[config.mk]
export PLATFORM = sky130hd
export DESIGN_NAME = hat_round_sequencer_flat
export DESIGN_NICKNAME = d
export VERILOG_FILES = /design/src/rtl/hat_round_sequencer_if.sv /design/src/rtl/hat_round_sequencer.sv /design/src/flat_wrapper.sv
export SDC_FILE = /design/constraint.sdc
export NUM_CORES = 1
export LEC_CHECK = 0
export ABC_AREA = 1
export CAP_MARGIN = 30
export CORE_ASPECT_RATIO = 0.6
export CORE_MARGIN = 2
export CORE_UTILIZATION = 47
export CTS_BUF_LIST = sky130_fd_sc_hd__clkbuf_4 sky130_fd_sc_hd__clkbuf_8 sky130_fd_sc_hd__clkbuf_16
export DETAILED_ROUTE_END_ITERATION = 7
export PLACE_DENSITY_LB_ADDON = 0.25
export SLEW_MARGIN = 20
export SYNTH_ARGS = -nofsm -noshare
export SYNTH_HDL_FRONTEND = slang
export SYNTH_SLANG_ARGS = --single-unit
[constraint.sdc]
create_clock -name clk -period 1.3 [get_ports clk]
set_input_delay 0.325 -clock clk [delete_from_list [all_inputs] [get_ports clk]]
set_output_delay 0.325 -clock clk [all_outputs]
set_load 0.02 [all_outputs]
[src/rtl/hat_round_sequencer_if.sv]
// Control/status bundle between the hat round sequencer and the game side.
// master = game FSM and counter side, slave = sequencer.
interface hat_round_sequencer_if;
  logic        start;
  logic        pause;
  logic [13:0] count_in;
  logic        cnt_go;
  logic        cnt_en;
  logic [2:0]  round;
  logic        busy;
  logic        round_done;
  logic        all_done;

  modport master (
    output start, pause, count_in,
    input  cnt_go, cnt_en, round, busy, round_done, all_done
  );

  modport slave (
    input  start, pause, count_in,
    output cnt_go, cnt_en, round, busy, round_done, all_done
  );
endinterface

[src/rtl/hat_round_sequencer.sv]
// Sequences the 14-bit hat counter through ROUNDS rounds with a TICK_DIV prescaler.
// Define HAT_PAUSE_EN to enable player pause/resume; otherwise pause is ignored.
module hat_round_sequencer #(
  parameter logic [13:0] MAXCOUNT = 14'd12348,
  parameter int          TICK_DIV = 50000,
  parameter int          ROUNDS   = 4
) (
  input logic                  clk,
  input logic                  reset,
  hat_round_sequencer_if.slave bus
);

  typedef enum logic [2:0] {IDLE, LOAD, RUN, PAUSED, ROUND_END, DONE} state_t;

  localparam logic [15:0] PRE_LAST   = 16'(TICK_DIV - 1);
  localparam logic [2:0]  ROUND_LAST = 3'(ROUNDS - 1);

  state_t      state, state_next;
  logic [15:0] pre;
  logic [2:0]  round_q;
  logic        end_hit;
  logic        pause_req;
  logic        cnt_go, cnt_en, busy, round_done, all_done;

  assign end_hit = (bus.count_in >= MAXCOUNT);

`ifdef HAT_PAUSE_EN
  assign pause_req = bus.pause;
`else
  logic pause_unused;
  assign pause_unused = bus.pause;
  assign pause_req    = 1'b0;
`endif

  // NOTE: sequential state uses non-blocking assignments so every register samples pre-edge values.
  always_ff @(posedge clk) begin
    if (reset) state <= IDLE;
    else       state <= state_next;
  end

  // NOTE: every output gets a default before the case so no path can infer a latch.
  always_comb begin
    state_next = state;
    cnt_go     = 1'b0;
    cnt_en     = 1'b0;
    busy       = 1'b0;
    round_done = 1'b0;
    all_done   = 1'b0;
    unique case (state)
      IDLE: if (bus.start) state_next = LOAD;
      LOAD: begin
        cnt_go     = 1'b1;
        busy       = 1'b1;
        state_next = RUN;
      end
      RUN: begin
        busy = 1'b1;
        // The enable is withheld on the end-of-round cycle so the counter stops at MAXCOUNT.
        cnt_en = (pre == PRE_LAST) && !end_hit;
        if (end_hit)        state_next = ROUND_END;
        else if (pause_req) state_next = PAUSED;
      end
      PAUSED: begin
        busy = 1'b1;
        if (pause_req) state_next = RUN;
      end
      ROUND_END: begin
        busy       = 1'b1;
        round_done = 1'b1;
        state_next = (round_q == ROUND_LAST) ? DONE : LOAD;
      end
      DONE: begin
        all_done = 1'b1;
        if (bus.start) state_next = LOAD;
      end
      default: state_next = IDLE;
    endcase
  end

  // Prescaler free-runs in RUN only; PAUSED holds it so resume continues mid-tick.
  always_ff @(posedge clk) begin
    if (reset) begin
      pre     <= '0;
      round_q <= '0;
    end else begin
      unique case (state)
        LOAD:      pre <= '0;
        RUN:       pre <= (pre == PRE_LAST) ? '0 : pre + 16'd1;
        ROUND_END: if (round_q != ROUND_LAST) round_q <= round_q + 3'd1;
        DONE:      if (bus.start) round_q <= '0;
        default:   ;
      endcase
    end
  end

  assign bus.cnt_go     = cnt_go;
  assign bus.cnt_en     = cnt_en;
  assign bus.round      = round_q;
  assign bus.busy       = busy;
  assign bus.round_done = round_done;
  assign bus.all_done   = all_done;

endmodule

[src/flat_wrapper.sv]
// flat-port wrapper written by rule: the top's interface ports become plain ports
module hat_round_sequencer_flat 
#(
  parameter logic [13:0] MAXCOUNT = 14'd12348,
  parameter int          TICK_DIV = 50000,
  parameter int          ROUNDS   = 4
)
  (clk, reset, bus_start, bus_pause, bus_count_in, bus_cnt_go, bus_cnt_en, bus_round, bus_busy, bus_round_done, bus_all_done);
  hat_round_sequencer_if bus_i ();
  input logic clk;
  input logic reset;
  input wire logic [$bits(bus_i.start)-1:0] bus_start;
  input wire logic [$bits(bus_i.pause)-1:0] bus_pause;
  input wire logic [$bits(bus_i.count_in)-1:0] bus_count_in;
  output wire logic [$bits(bus_i.cnt_go)-1:0] bus_cnt_go;
  output wire logic [$bits(bus_i.cnt_en)-1:0] bus_cnt_en;
  output wire logic [$bits(bus_i.round)-1:0] bus_round;
  output wire logic [$bits(bus_i.busy)-1:0] bus_busy;
  output wire logic [$bits(bus_i.round_done)-1:0] bus_round_done;
  output wire logic [$bits(bus_i.all_done)-1:0] bus_all_done;
  assign bus_i.start = bus_start;
  assign bus_i.pause = bus_pause;
  assign bus_i.count_in = bus_count_in;
  assign bus_cnt_go = bus_i.cnt_go;
  assign bus_cnt_en = bus_i.cnt_en;
  assign bus_round = bus_i.round;
  assign bus_busy = bus_i.busy;
  assign bus_round_done = bus_i.round_done;
  assign bus_all_done = bus_i.all_done;
  hat_round_sequencer #(.MAXCOUNT(MAXCOUNT), .TICK_DIV(TICK_DIV), .ROUNDS(ROUNDS)) u_core (.clk(clk), .reset(reset), .bus(bus_i));
endmodule
# [Yosys cells after proc, flatten, opt, wreduce, memory -nomap -nowiden]
# Cells that the tools add are included.
[op_classes] order_cmp=1 add_sub_neg=2 reduce_logical=9 n_eq_ne=12 mux=14 n_bitwise=1
[ops] cell="16-bit case mux with 2 select lines" count=1
[ops] cell="16-bit by 1-bit adder with 16-bit output, second input constant" count=1
[ops] cell="16-bit == test, second input constant" count=1
[ops] cell="16-bit two-way mux" count=1
[ops] cell="3-bit two-way mux" count=5
[ops] cell="3-bit case mux with 5 select lines" count=1
[ops] cell="14-bit greater-or-equal comparator, second input constant" count=1
[ops] cell="3-bit by 2-bit == test with 1-bit output, second input constant" count=3
[ops] cell="3-bit == test, second input constant" count=2
[ops] cell="2-bit by 1-bit != test with 1-bit output, second input constant" count=3
[ops] cell="3-bit case mux with 2 select lines" count=1
[ops] cell="3-bit AND reduction" count=2
[ops] cell="1-bit two-way mux" count=5
[ops] cell="2-bit nonzero test" count=2
[ops] cell="4-bit OR reduction" count=1
[ops] cell="3-bit by 1-bit adder with 3-bit output, second input constant" count=1
[ops] cell="3-bit by 1-bit == test with 1-bit output, second input constant" count=1
[ops] cell="3-bit zero test" count=1
[ops] cell="3-bit by 2-bit != test with 1-bit output, second input constant" count=1
[ops] cell="2-bit != test, second input constant" count=1
[ops] cell="2-bit OR reduction" count=1
[ops] cell="1-bit logical AND" count=1
[ops] cell="1-bit zero test" count=1
[ops] cell="1-bit NOT" count=1
[word_totals] input_bits=18 register_bits=22 word_cells=42 out_inout_bits=8

# [Depth between registers and ports, before layout]
# Gate-level depths: netlist (run 1).
[depth] word_depth=4 mapped_depth=9 ltp_nobuf=9

# [Least setup slack after synthesis (run 1)]
# Ideal clock, no wire load.
[synth_timing] kind="register to output" from="register u_core.pre[6]" to="output bus_cnt_en" required_ns=0.975 t_arrival_ns=1.451 path_buffers=0 path_slack_ns=-0.476 stages_incl_launch_ff=7 path_cell_list="dfxtp_1 > inv_1 > nor2_1 > nand2_1 > nor2_4 > nand2_1 > nor4_1"
[synth_between] elab_chain_cells=3
[synth_lines] item="start: declaration" line="hat_round_sequencer.sv:19" source="logic [15:0] pre;"
[synth_lines] item="start signal: assignment" line="hat_round_sequencer.sv:88" source="RUN: pre <= (pre == PRE_LAST) ? '0 : pre + 16'd1;"
[synth_lines] item="16-bit == test" line="hat_round_sequencer.sv:59" source="cnt_en = (pre == PRE_LAST) && !end_hit;"
[synth_lines] item="1-bit logical AND" line="hat_round_sequencer.sv:59"
[synth_lines] item="1-bit two-way mux" line="hat_round_sequencer.sv:49" source="unique case (state)"
[synth_lines] item="end: declaration" line="flat_wrapper.sv:16" source="output wire logic [$bits(bus_i.cnt_en)-1:0] bus_cnt_en;"
# No other way between the ends.

# [Worst setup path in the final report (run 1)]
[layout_timing] from="input bus_count_in[8]" to="output bus_cnt_en"
[layout_between] elab_chain_cells=4
[layout_lines] item="start: declaration" line="flat_wrapper.sv:14" source="input wire logic [$bits(bus_i.count_in)-1:0] bus_count_in;"
[layout_lines] item="14-bit greater-or-equal comparator" line="hat_round_sequencer.sv:25" source="assign end_hit = (bus.count_in >= MAXCOUNT);"
[layout_lines] item="1-bit zero test" line="hat_round_sequencer.sv:59"
[layout_lines] item="1-bit logical AND" line="hat_round_sequencer.sv:59"
[layout_lines] item="1-bit two-way mux" line="hat_round_sequencer.sv:49"
# No other way between the ends.

==> impl_metrics.ini, run 1 <==
[outcome]
outcome = finished, violations left
failed_checks = setup timing

[timing]
setup_ws_ps = -605
tightest_slew_ps = 291
grt_setup_unrepaired = true
fin_hold_ws_ps = 472
timing_hold_violations_final = 0
setup_viol = 26
period_share = 1.47
fin_skew_ps = 2.11
relSlewSlack = 0.805
fmax_ghz = 0.525
slew_violations = 0
fin_crit_ps = 1910

[logic_synthesis]
synth.area.top_cells = dfxtp_1 (30%), nand2_1 (16%), nor2_1 (7.3%)
synthTopCellsByCount = nand2_1 (62), nor2_1 (28), inv_1 (27), dfxtp_1 (22), nand3_1 (19)
ys.flop_type = dfxtp_1
ys_seq_area_frac = 0.304
synth_warnings = 0
yosys_register_bits = 22
yosysTopAreaCellShare = 0.304
yosysMostFrequentCell = nand2_1
synth_largest_area_cell = dfxtp_1
synthArstFlopShare = 0
syn-num-nets = 249
syn-cell-area_um2 = 1450
synth_cell_types = 31
syn_inst = 228
synth_edf_count = 0
avgSynthCellArea_um2 = 6.35

[global_routing]
grt_first_pass_wirelength_um = 8130
grt_max_degree = 14
track_usage = 0.317
overflow = 0
grt_antenna_before_repair = 0
grt_pass1_vias = 1776

[drt]
drtPass1Iterations = 7
ant_nets = 0
dr.first_iter.drc_count = 281
drc = 0
routed_wire_length_per_instance_um = 22.1
drt-total-wl_um = 7960
routed_via_density = 6.18
route.vias.total = 2232

[setup_path]
worstPathArrival_ps = 1580
slowest_delay_ps = 340
cpLargestDelayFamily = simple AND/OR/NAND/NOR gates
crit_fanout = 2
cp.required_ps = 980
path_cells = clkdlybuf4s15_1 > nor2_1 > nand3_1 > nand2_2 > nand3_4 > nor4_4 > buf_4
endpoint_kind = output pin
worstSetupStartpointType = input port
critical_path_class = input port to output pin
crit_buf_inv = 2
worst_path_max_delay_cell = nor4_4
r2r_slack_ps = -400

[cts]
h-tree-depth = 1
clk_latency_ps = 260
clockRootBuffer = clkbuf_8
cts_hold_buffers = 0
cts_tree = done
clock_path_buffers = 2
cts_buffers = 3
clkTransAtPathRegs_ps = 80
clock_sinks = 22

[floorplan]
die-area_um2 = 3560
start_util = 0.498
pin_count = 26
num_rows = 15
die_x_um = 75.7
die_y_um = 47.0
core_um2 = 2910

[final_layout]
drive_above_1_share = 0.586
final_nets = 341
fillers = 66
n_antenna_cell = 0
area_growth_pct = 93.4

[flow_run]
drv_cap = 0

[placement]
port_buffers = 22
post-place-ws_ps = -988
place_congestion = 0.862
dpl.hpwl_um = 2850

[power_and_ir_drop]
p_total_mw = 4.18
ir_drop_mv = 1.10
p_leak_nw = 1.21
power_density_nw_per_um2 = 1490

[hold_path]
hold_path_class = register to register
-- stage by stage --
| stage | cell area [um^2] | TNS (ps) | cells | util |
|---|---|---|---|---|
| after floorplan | 1490 | -169 | 228 | - |
| after global placement | 2080 | -4380 | 334 | 0.716 |
| after detailed placement | 2080 | -4820 | 334 | 0.716 |
| after CTS | 2460 | -2620 | 349 | 0.845 |
| after global routing | 2800 | -7440 | 361 | 0.963 |
| final | 2800 | -6080 | 361 | 0.963 |
-- cell families (layout without fill, tap and decap cells) --
logic type / count (synthesis) / count (layout) / share of synthesized area
AOI/OAI and AO/OA: 30 / 30 / 0.120
xor gates and xnor gates: 3 / 3 / 0.0181
adders and majority gates: 3 / 3 / 0.0259
buffers and inverters: 35 / 126 / 0.0941
DFF: 22 / 22 / 0.304
and+or+nand+nor: 135 / 135 / 0.438
-- final cells by class --
cell class                      count  area [um^2]  share of cell area
Sequential cell                    22          462               0.165
Tap cell                           42         52.6              0.0188
Inverter                           33          136              0.0487
Clock buffer                        3         41.3              0.0147
Timing Repair Buffer               89          835               0.298
Multi-Input combinational cell    171         1240               0.444
Clock inverter                      1         30.0              0.0107
-- state kept, by name, summed over array words and instances, names as in the netlist --
signal / flops
u_core.bus.round: 3
u_core.pre: 16
u_core.state: 3
-- report_power, final --
part / leakage (nW) / internal (mW) / switching, mW
sequential: 0.185 / 0.740 / 0.0813
combinational: 0.991 / 1.33 / 1.39
clock: 0.0357 / 0.411 / 0.230
-- what timing repair did --
item | in CTS | in global routing
gates cloned | 0 | 0
resized for setup | 116 | 79
buffers inserted | 14 | 18
endpoints found under the hold margin | 0 | 0
pin swaps | 42 | 44
setup endpoints to repair | 30 | 29
-- worst paths after layout --
check / from / endpoint / cells after the start
hold reg to reg: u_core.bus.round[0] / u_core.bus.round[0] / 1
setup / recovery: bus_count_in[8] / bus_cnt_en / 7
hold / removal: u_core.bus.round[0] / u_core.bus.round[0] / 1
setup reg to reg: u_core.state[1] / u_core.pre[9] / 11
-- layout by cell type (no fill, tap or decap), drive strengths merged, types with 3 or more instances in the layout --
master	count
inv	32
dlygate4sd2	7
nor2	36
nand3	21
clkbuf	4
a21oi	19
dfxtp	22
buf	72
ha	3
nand2	71
o21ai	8
clkdlybuf4s15	7
-- routing by layer --
| layer | vias to the layer above | wire (um) | track usage | share of wire |
|---|---|---|---|---|
| met2 | 235 | 3420 | 0.522 | 0.43 |
| met3 | 79 | 1040 | 0.0794 | 0.13 |
| met5 | - | 0 | 0 | 0 |
| met1 | 1012 | 2940 | 0.399 | 0.37 |
| met4 | 0 | 557 | 0.147 | 0.070 |
| li1 | 906 | - | - | - |
(Power assumes the default switching activity.)
==> run 2: changes to the inputs <==
--- a/config.mk
+++ b/config.mk
@@ -9,7 +9,7 @@
 export CAP_MARGIN = 30
 export CORE_ASPECT_RATIO = 0.6
 export CORE_MARGIN = 2
-export CORE_UTILIZATION = 47
+export CORE_UTILIZATION = 45
 export CTS_BUF_LIST = sky130_fd_sc_hd__clkbuf_4 sky130_fd_sc_hd__clkbuf_8 sky130_fd_sc_hd__clkbuf_16
 export DETAILED_ROUTE_END_ITERATION = 7
 export PLACE_DENSITY_LB_ADDON = 0.25
==> run 2 against run 1 <==
Effect of this change: the flow still finishes with violations (setup timing); sequential power decreased by 0.9%; fmax rose by 6.7%; sequential cell count unchanged; die area up 4.1%; non-clock buffer count down 6.
==> impl_metrics.ini, run 2 (synthesized netlist as in run 1, its figures left out) <==
[outcome]
outcome = finished, violations left
failed_checks = setup timing

[final_layout]
final_common_cell = nand2_1
final_cell_mix = nand2_1 (41), buf_4 (40), buf_6 (21)
n_antenna_cell = 0
largest_register_ffs = 16
largest_register = u_core.pre
instances_no_fill = 355
area_growth_pct = 88.3
final_nets = 335
fillers = 100
drive_above_1_share = 0.578

[power_and_ir_drop]
swShare = 0.427
ir_drop_mv = 1.29
p_int_mw = 2.23
power_density_nw_per_um2 = 1430
p_sw_mw = 1.66
clockPowerShare = 0.135
p_total_mw = 3.89
seqPwrFrac = 0.209
p_leak_nw = 1.20
combPwrFrac = 0.656

[timing]
setup_viol = 27
fin_skew_ps = 9.99
tightest_slew_ps = 330
fin_crit_ps = 1790
slew_violations = 0
fin_hold_ws_ps = 494
fmax_ghz = 0.560
period_share = 1.37
timing_hold_violations_final = 0
relSlewSlack = 0.780
setup_ws_ps = -486
setup_tns_ps = -4000
grt_setup_unrepaired = true

[drt]
drtPass1Iterations = 6
route.vias.total = 2075
routed_wire_length_per_instance_um = 19.2
drt-total-wl_um = 6800
ant_nets = 0
routed_via_density = 5.85
route.top_layer_used = met4
drc = 0
wl_met2_um = 3130
dr.first_iter.drc_count = 234
route.met3.wl_um = 713
met1_length_um = 2580

[floorplan]
die_x_um = 77.3
core_um2 = 2970
die-area_um2 = 3700
num_rows = 15
die_y_um = 48.0
start_util = 0.489
pin_count = 26

[cts]
clock_path_buffers = 2
clkTransAtPathRegs_ps = 90
cts_hold_buffers = 0
h-tree-depth = 1
cts_tree = done
clockRootBuffer = clkbuf_8
clk_latency_ps = 280
clock_sinks = 22
cts_buffers = 3

[setup_path]
critical_path_class = register to output pin
worstPathArrival_ps = 1460
cp.required_ps = 980
crit_fanout = 2
worstSetupStartpointType = register
endpoint_kind = output pin

[placement]
port_buffers = 22
dpl.hpwl_um = 3000
post-place-ws_ps = -990
place_congestion = 0.862
place_inst = 332

[global_routing]
overflow = 0
grt_max_degree = 13
grt_antenna_before_repair = 0
track_usage = 0.274
grt_pass1_vias = 1645
grt_first_pass_wirelength_um = 7680

[hold_path]
hold_path_class = register to register

[flow_run]
drv_cap = 0
run 2: layout make-up:
cell class / instances / area (um^2) / share of cell area
Sequential cell: 22 / 460 / 0.169
Inverter: 33 / 131 / 0.0482
Multi-Input combinational cell: 171 / 1250 / 0.457
Timing Repair Buffer: 83 / 782 / 0.287
Tap cell: 42 / 52.6 / 0.0193
Clock buffer: 4 / 55.1 / 0.0202
run 2: power groups by stage:
| stage | sequential, mW | combinational, mW | clock [mW] |
|---|---|---|---|
| final | 0.814 | 2.55 | 0.525 |
| after global routing | 0.814 | 2.61 | 0.544 |
| after CTS | 0.810 | 1.73 | 0.501 |
| after detailed placement | 0.787 | 1.21 | 0 |
| after global placement | 0.787 | 1.19 | 0 |
| after floorplan | 0.803 | 0.662 | 0 |
run 2: worst paths after layout:
| check | startpoint | end | slack, ps | cells past startpoint |
|---|---|---|---|---|
| max reg2reg | u_core.pre[1] | u_core.pre[6] | -270 | 8 |
| min | u_core.bus.round[0] | u_core.bus.round[0] | 490 | 1 |
| min reg2reg | u_core.bus.round[0] | u_core.bus.round[0] | 490 | 1 |
| max | u_core.pre[7] | bus_cnt_en | -490 | 6 |
run 2: critical path, stage by stage, from the launching register on:
cell and delay, ps:
dfxtp_1 340, nor2_1 150, nand2_1 110, nor2_4 140, nand2_2 90, nor4_4 160, buf_4 180
run 2: timing repair:
item	4_1_cts	5_1_grt
pin swaps	39	42
setup endpoints to repair	29	28
buffers inserted	12	14
gates cloned	0	1
gates resized for setup	111	70
run 2: routing by layer:
metal  up-vias  global-route usage
met5         -                   0
met4         0              0.0929
met3        51              0.0547
met2       174               0.506
met1       955               0.337
li1        895                   -
run 2: metrics by stage:
step | util | cell area, um^2
floorplan | - | 1490
global placement | 0.697 | 2070
detailed placement | 0.697 | 2070
CTS | 0.809 | 2400
global route | 0.920 | 2730
finish | 0.920 | 2730
